==> src/rtl/tmr_irq_arbiter_pkg.sv <==
// Shared constants for the timer interrupt arbiter: source kinds, FSM states
// and the channel/kind to flat source index mapping.
package tmr_pkg;
  localparam int SRC_CMIA = 0;
  localparam int SRC_CMIB = 1;
  localparam int SRC_OVI  = 2;

  typedef enum logic [1:0] {
    ST_IDLE = 2'd0,
    ST_REQ  = 2'd1,
    ST_GAP  = 2'd2
  } state_e;

  function automatic int src_idx(input int ch, input int kind);
    return 3 * ch + kind;
  endfunction
endpackage

==> src/rtl/tmr_irq_arbiter_prio_pick.sv <==
// Find-first-set over N request bits, searching upward from base and wrapping.
module tmr_prio_pick #(
  parameter int N = 12,
  parameter int W = 4
) (
  input  logic [N-1:0] req_i,
  input  logic [W-1:0] base_i,
  output logic         vld_o,
  output logic [W-1:0] idx_o
);
  int j;

  always_comb begin
    vld_o = 1'b0;
    idx_o = '0;
    j     = 0;
    for (int i = 0; i < N; i++) begin
      j = (int'(base_i) + i) % N;
      if (!vld_o && req_i[j]) begin
        vld_o = 1'b1;
        idx_o = W'(j);
      end
    end
  end
endmodule

==> src/rtl/tmr_irq_arbiter.sv <==
// Timer interrupt collector: edge-latched pending flags, enable mask, fixed or
// round-robin arbitration and a req/ack handshake towards the CPU.
module tmr_irq_arbiter
  import tmr_pkg::*;
#(
  parameter int NUM_CH    = 4,
  parameter int VEC_WIDTH = 4
) (
  input  logic                   clk,
  input  logic                   rst_n,
  input  logic [NUM_CH-1:0]      cmia,
  input  logic [NUM_CH-1:0]      cmib,
  input  logic [NUM_CH-1:0]      ovi,
  input  logic                   ier_we,
  input  logic [3*NUM_CH-1:0]    ier_wdata,
  input  logic                   rr_mode,
  input  logic [3*NUM_CH-1:0]    pend_clr,
  input  logic                   irq_ack,
  output logic                   irq,
  output logic [VEC_WIDTH-1:0]   irq_vec,
  output logic [3*NUM_CH-1:0]    pending,
  output logic [3*NUM_CH-1:0]    ier
);
  localparam int NSRC = 3 * NUM_CH;

  logic [NSRC-1:0]      src, hist_q, rise, pend_q, pend_d, pend_nack;
  logic [NSRC-1:0]      ier_q, ier_d, cand, ack_clr;
  logic [VEC_WIDTH-1:0] irq_vec_q, last_q, base, pick_idx;
  logic                 pick_vld, irq_q, ack_now, withdraw;
  state_e               st_q;

  for (genvar n = 0; n < NUM_CH; n++) begin : g_src
    assign src[src_idx(n, SRC_CMIA)] = cmia[n];
    assign src[src_idx(n, SRC_CMIB)] = cmib[n];
    assign src[src_idx(n, SRC_OVI)]  = ovi[n];
  end

  assign rise    = src & ~hist_q;
  assign cand    = pend_q & ier_q;
  assign ack_now = (st_q == ST_REQ) && irq_ack;

  always_comb begin
    ack_clr = '0;
    if (ack_now) ack_clr[irq_vec_q] = 1'b1;
  end

  // A rise always wins over any clear in the same cycle.
  assign pend_nack = rise | (pend_q & ~pend_clr);
  assign pend_d    = rise | (pend_q & ~(pend_clr | ack_clr));
  assign ier_d     = ier_we ? ier_wdata : ier_q;

  // Drop the request on the same edge the granted bit stops being a candidate.
  assign withdraw  = ~(pend_nack[irq_vec_q] & ier_d[irq_vec_q]);

  assign base = !rr_mode                         ? '0 :
                (last_q == VEC_WIDTH'(NSRC - 1)) ? '0 : last_q + 1'b1;

  tmr_prio_pick #(.N(NSRC), .W(VEC_WIDTH)) u_pick (
    .req_i  (cand),
    .base_i (base),
    .vld_o  (pick_vld),
    .idx_o  (pick_idx)
  );

  always_ff @(posedge clk) begin
    if (!rst_n) begin
      hist_q    <= '0;
      pend_q    <= '0;
      ier_q     <= '0;
      irq_q     <= 1'b0;
      irq_vec_q <= '0;
      last_q    <= '0;
      st_q      <= ST_IDLE;
    end else begin
      hist_q <= src;
      pend_q <= pend_d;
      ier_q  <= ier_d;
      case (st_q)
        ST_IDLE: if (pick_vld) begin
          irq_vec_q <= pick_idx;
          irq_q     <= 1'b1;
          st_q      <= ST_REQ;
        end
        ST_REQ: if (ack_now) begin
          last_q <= irq_vec_q;
          irq_q  <= 1'b0;
          st_q   <= ST_GAP;
        end else if (withdraw) begin
          irq_q <= 1'b0;
          st_q  <= ST_GAP;
        end
        ST_GAP:  st_q <= ST_IDLE;
        default: begin
          irq_q <= 1'b0;
          st_q  <= ST_IDLE;
        end
      endcase
    end
  end

  assign irq     = irq_q;
  assign irq_vec = irq_vec_q;
  assign pending = pend_q;
  assign ier     = ier_q;
endmodule

==> config.mk <==
export PLATFORM = sky130hd
export DESIGN_NAME = tmr_irq_arbiter
export DESIGN_NICKNAME = d
export VERILOG_FILES = /design/src/rtl/tmr_irq_arbiter_pkg.sv /design/src/rtl/tmr_irq_arbiter_prio_pick.sv /design/src/rtl/tmr_irq_arbiter.sv
export SDC_FILE = /design/constraint.sdc
export NUM_CORES = 1
export LEC_CHECK = 0
export CAP_MARGIN = 20
export CORE_ASPECT_RATIO = 0.7
export CORE_MARGIN = 2
export CORE_UTILIZATION = 56
export DETAILED_ROUTE_END_ITERATION = 6
export GPL_TIMING_DRIVEN = 1
export PLACE_DENSITY = 0.8
export SYNTH_ARGS = -nofsm -noshare
export SYNTH_HDL_FRONTEND = slang
export SYNTH_SLANG_ARGS = --single-unit
==> constraint.sdc <==
create_clock -name clk -period 10.8 [get_ports clk]
set_input_delay 1.62 -clock clk [delete_from_list [all_inputs] [get_ports clk]]
set_output_delay 1.62 -clock clk [all_outputs]
set_load 0.03 [all_outputs]
==> flow_metrics.env <==
export IMPL_status="completed"
export IMPL_yosysTopAreaCellShare_pct=18.63
export IMPL_hold_buffers=0
export IMPL_drv_cap=0
export IMPL_syn_area_um2=5050
export IMPL_die_w_um=117.5
export IMPL_cp_cell_sequence="clkdlybuf4s50_1, nand2_1, inv_1, ha_1, inv_1, nor4_2, a21oi_4, nor2_1, ha_1, a21oi_1, xnor3_1, mux2i_1, mux2i_1, and2_2, nand3b_4, nor3_4, a211o_1, a31oi_1, a221oi_1"
export IMPL_relSlewSlack_pct=22.46
export IMPL_io_pins=70
export IMPL_n_antenna_cell=0
export IMPL_synthArstFlopShare_pct=0
export IMPL_rsz0062_at_grt="no"
export IMPL_synth_area_leaders="dfxtp_1 (19%), ha_1 (7.4%), mux4_2 (5.8%), a21oi_1 (4.7%), mux2i_1 (4.2%)"
export IMPL_max_slew_worst_pin_slew_ns=1.149
export IMPL_holdWs_ns=0.4833
export IMPL_wire_per_inst_um=19.94
export IMPL_insertion_delay_ns=0.29
export IMPL_fin_crit_sh_pct=72.89
export IMPL_die_area_um2=9805
export IMPL_start_kind="input port"
export IMPL_synth_warnings=0
export IMPL_rows=28
export IMPL_core_um2=8618
export IMPL_cp_num_buf_inv=3
export IMPL_slowest_stage="clkdlybuf4s50_1"
export IMPL_drive_above_1_share_pct=12.80
export IMPL_ant_nets=0
export IMPL_start_util_pct=58.59
export IMPL_final_cell_mix="clkdlybuf4s50_1 (69), a21oi_1 (47), dfxtp_1 (47)"
export IMPL_grt_pass1_wl_um=24760
export IMPL_cts_sinks=47
export IMPL_ys_seq_area_share_pct=18.63
export IMPL_synth_edf_count=0
export IMPL_viasPerCell=6.478
export IMPL_die_h_um=83.45
export IMPL_wl_um=15480
export IMPL_syn2layout_area_growth_pct=18.01
export IMPL_worst_clock_skew_ns=0.005173
export IMPL_synth_cell_types=99
export IMPL_postCtsSetupBuffers=0
export IMPL_grt_antenna_before_repair=0
export IMPL_cts_buffer_depth=2
export IMPL_endpoint_kind="flop"
export IMPL_syn_instance_count=600
export IMPL_io_buffers=69
export IMPL_critPathMaxStageDelay_ns=0.88
export IMPL_vdd_drop_max_mv=0.08090
export IMPL_crit_required_ns=10.99
export IMPL_cts_tree="done"
export IMPL_min_path_type="flop to flop"
export IMPL_cp_max_fo=17
export IMPL_power_density_nw_per_um2=100.6
export IMPL_place_congestion=0.9604
export IMPL_layout_nets=726
export IMPL_grt_overflow=0
export IMPL_worstPathArrival_ns=8.07
export IMPL_cts_repair_resized=0
export IMPL_fmax_mhz=127.0
export IMPL_syn_num_nets=671
export IMPL_cts_root_buffer="clkbuf_16"
export IMPL_synth_top_area_cell="dfxtp_1"
export IMPL_grt_usage_pct=31.32
export IMPL_finalHoldViolations=0
export IMPL_grt_max_degree=33
export IMPL_cts_buffers=5
export IMPL_critPathKind="input port to flop"
export IMPL_syn_avg_cell_area_um2=8.416
export IMPL_setup_tns_ns=0
export IMPL_setup_viol=0
export IMPL_dp_hpwl_um=12280
export IMPL_mostFrequentLayoutCell="clkdlybuf4s50_1"
export IMPL_synth_flop_cell="dfxtp_1"
export IMPL_htree_levels=2
export IMPL_first_pass_iters=5
export IMPL_ys_ff_latch=47
export IMPL_vias=5027
export IMPL_clkSlewWorstSetupHoldPaths_ns=0.06
export IMPL_grt_pass1_vias=4694
export IMPL_cp_top_family="simple AND/OR/NAND/NOR gates"
export IMPL_fin_crit_ns=7.872
export IMPL_drc=0
export IMPL_leakagePower_nw=2.447
export IMPL_drv_slew=0
export IMPL_drtIter0Drc=560
registers in the layout, summed over array words and instances, names as in the netlist:
register,count
irq,1
hist_q,12
irq_vec,4
ier,12
last_q,4
pending,12
st_q,2
routing by layer:
metal | global-route usage, % | part of all wire [%] | vias to the layer above
met2 | 45.30 | 42 | 268
met1 | 45.90 | 46 | 2389
met5 | 0 | 0 | -
met3 | 8.402 | 11 | 23
met4 | 7.886 | 1.6 | 0
li1 | - | - | 2347
per-stage QoR:
step,setup WS (ns),util [%],area (µm²),instances,total power [mW]
floorplan,4.546,-,5050,600,0.3605
global placement,3.034,67.02,5776,767,0.4276
detailed placement,2.823,67.02,5776,767,0.4327
CTS,3.077,68.83,5932,775,0.5950
global route,2.540,69.15,5959,776,0.6262
finish,2.928,69.15,5959,776,0.5995
path summary, 6_finish.rpt:
kind | startpoint | cells past startpoint | endpoint | slack (ns)
worst max-delay path | rr_mode | 19 | irq_vec[2] | 2.93
worst min-delay path | irq | 2 | irq | 0.48
worst max register to register | last_q[0] | 19 | irq_vec[2] | 4.42
worst min register to register | irq | 2 | irq | 0.48
synthesized netlist by cell type, types with 4 or more instances:
| library cell | instances |
|---|---|
| nand2b_1 | 31 |
| o21bai_1 | 4 |
| a31o_2 | 6 |
| mux4_2 | 13 |
| a21oi_1 | 47 |
| nand3_1 | 19 |
| a21o_1 | 12 |
| nand2_1 | 43 |
| nor2b_1 | 13 |
| a311o_1 | 5 |
| and3_1 | 4 |
| or3_1 | 7 |
| clkbuf_1 | 7 |
| o21ai_1 | 7 |
| ha_1 | 30 |
| mux2_2 | 7 |
| buf_2 | 5 |
| a211oi_1 | 7 |
| nor2_1 | 46 |
| buf_1 | 5 |
| a31oi_1 | 9 |
| mux2i_1 | 21 |
| and2_1 | 18 |
| nor3b_1 | 5 |
| nor3_1 | 4 |
| buf_4 | 4 |
| inv_1 | 38 |
| xnor2_2 | 7 |
| o21ai_0 | 14 |
| dfxtp_1 | 47 |
| o211ai_1 | 4 |
power breakdown:
group | internal (mW) | switching (mW) | total [mW]
Sequential | 0.188 | 0.0243 | 0.213
Combinational | 0.0973 | 0.126 | 0.223
Clock | 0.0986 | 0.0650 | 0.164
final cells by class:
cell class	count	area, µm²
clock buffers	8	156.4
multi-input cells	487	3817
well taps	120	150.1
inverters	43	168.9
fillers	744	2659
repair buffers	71	725.7
flip-flops and latches	47	940.9
worst register-to-register path: stages, from the launching register on:
cell and delay, ns:
dfxtp_1 0.57, ha_1 0.31, nand2_1 0.47, inv_1 0.50
ha_1 0.60, inv_1 0.26, nor4_2 0.50, a21oi_4 0.07
nor2_1 0.13, ha_1 0.15, a21oi_1 0.10, xnor3_1 0.25
mux2i_1 0.16, mux2i_1 0.67, and2_2 0.34, nand3b_4 0.11
nor3_4 0.37, a211o_1 0.41, a31oi_1 0.09, a221oi_1 0.25
kinds of logic (layout without fill, tap and decap cells):
group / after synthesis / in the layout / synth area share, %
compound gates: 180 / 180 / 27.73
simple gates: 222 / 222 / 24.98
xor+xnor: 12 / 12 / 3.395
buf+inv: 66 / 122 / 5.773
fa+ha+maj: 30 / 30 / 7.433
mux: 43 / 43 / 12.07
flops: 47 / 47 / 18.63
Note: power is estimated with default switching activity, not from simulation.
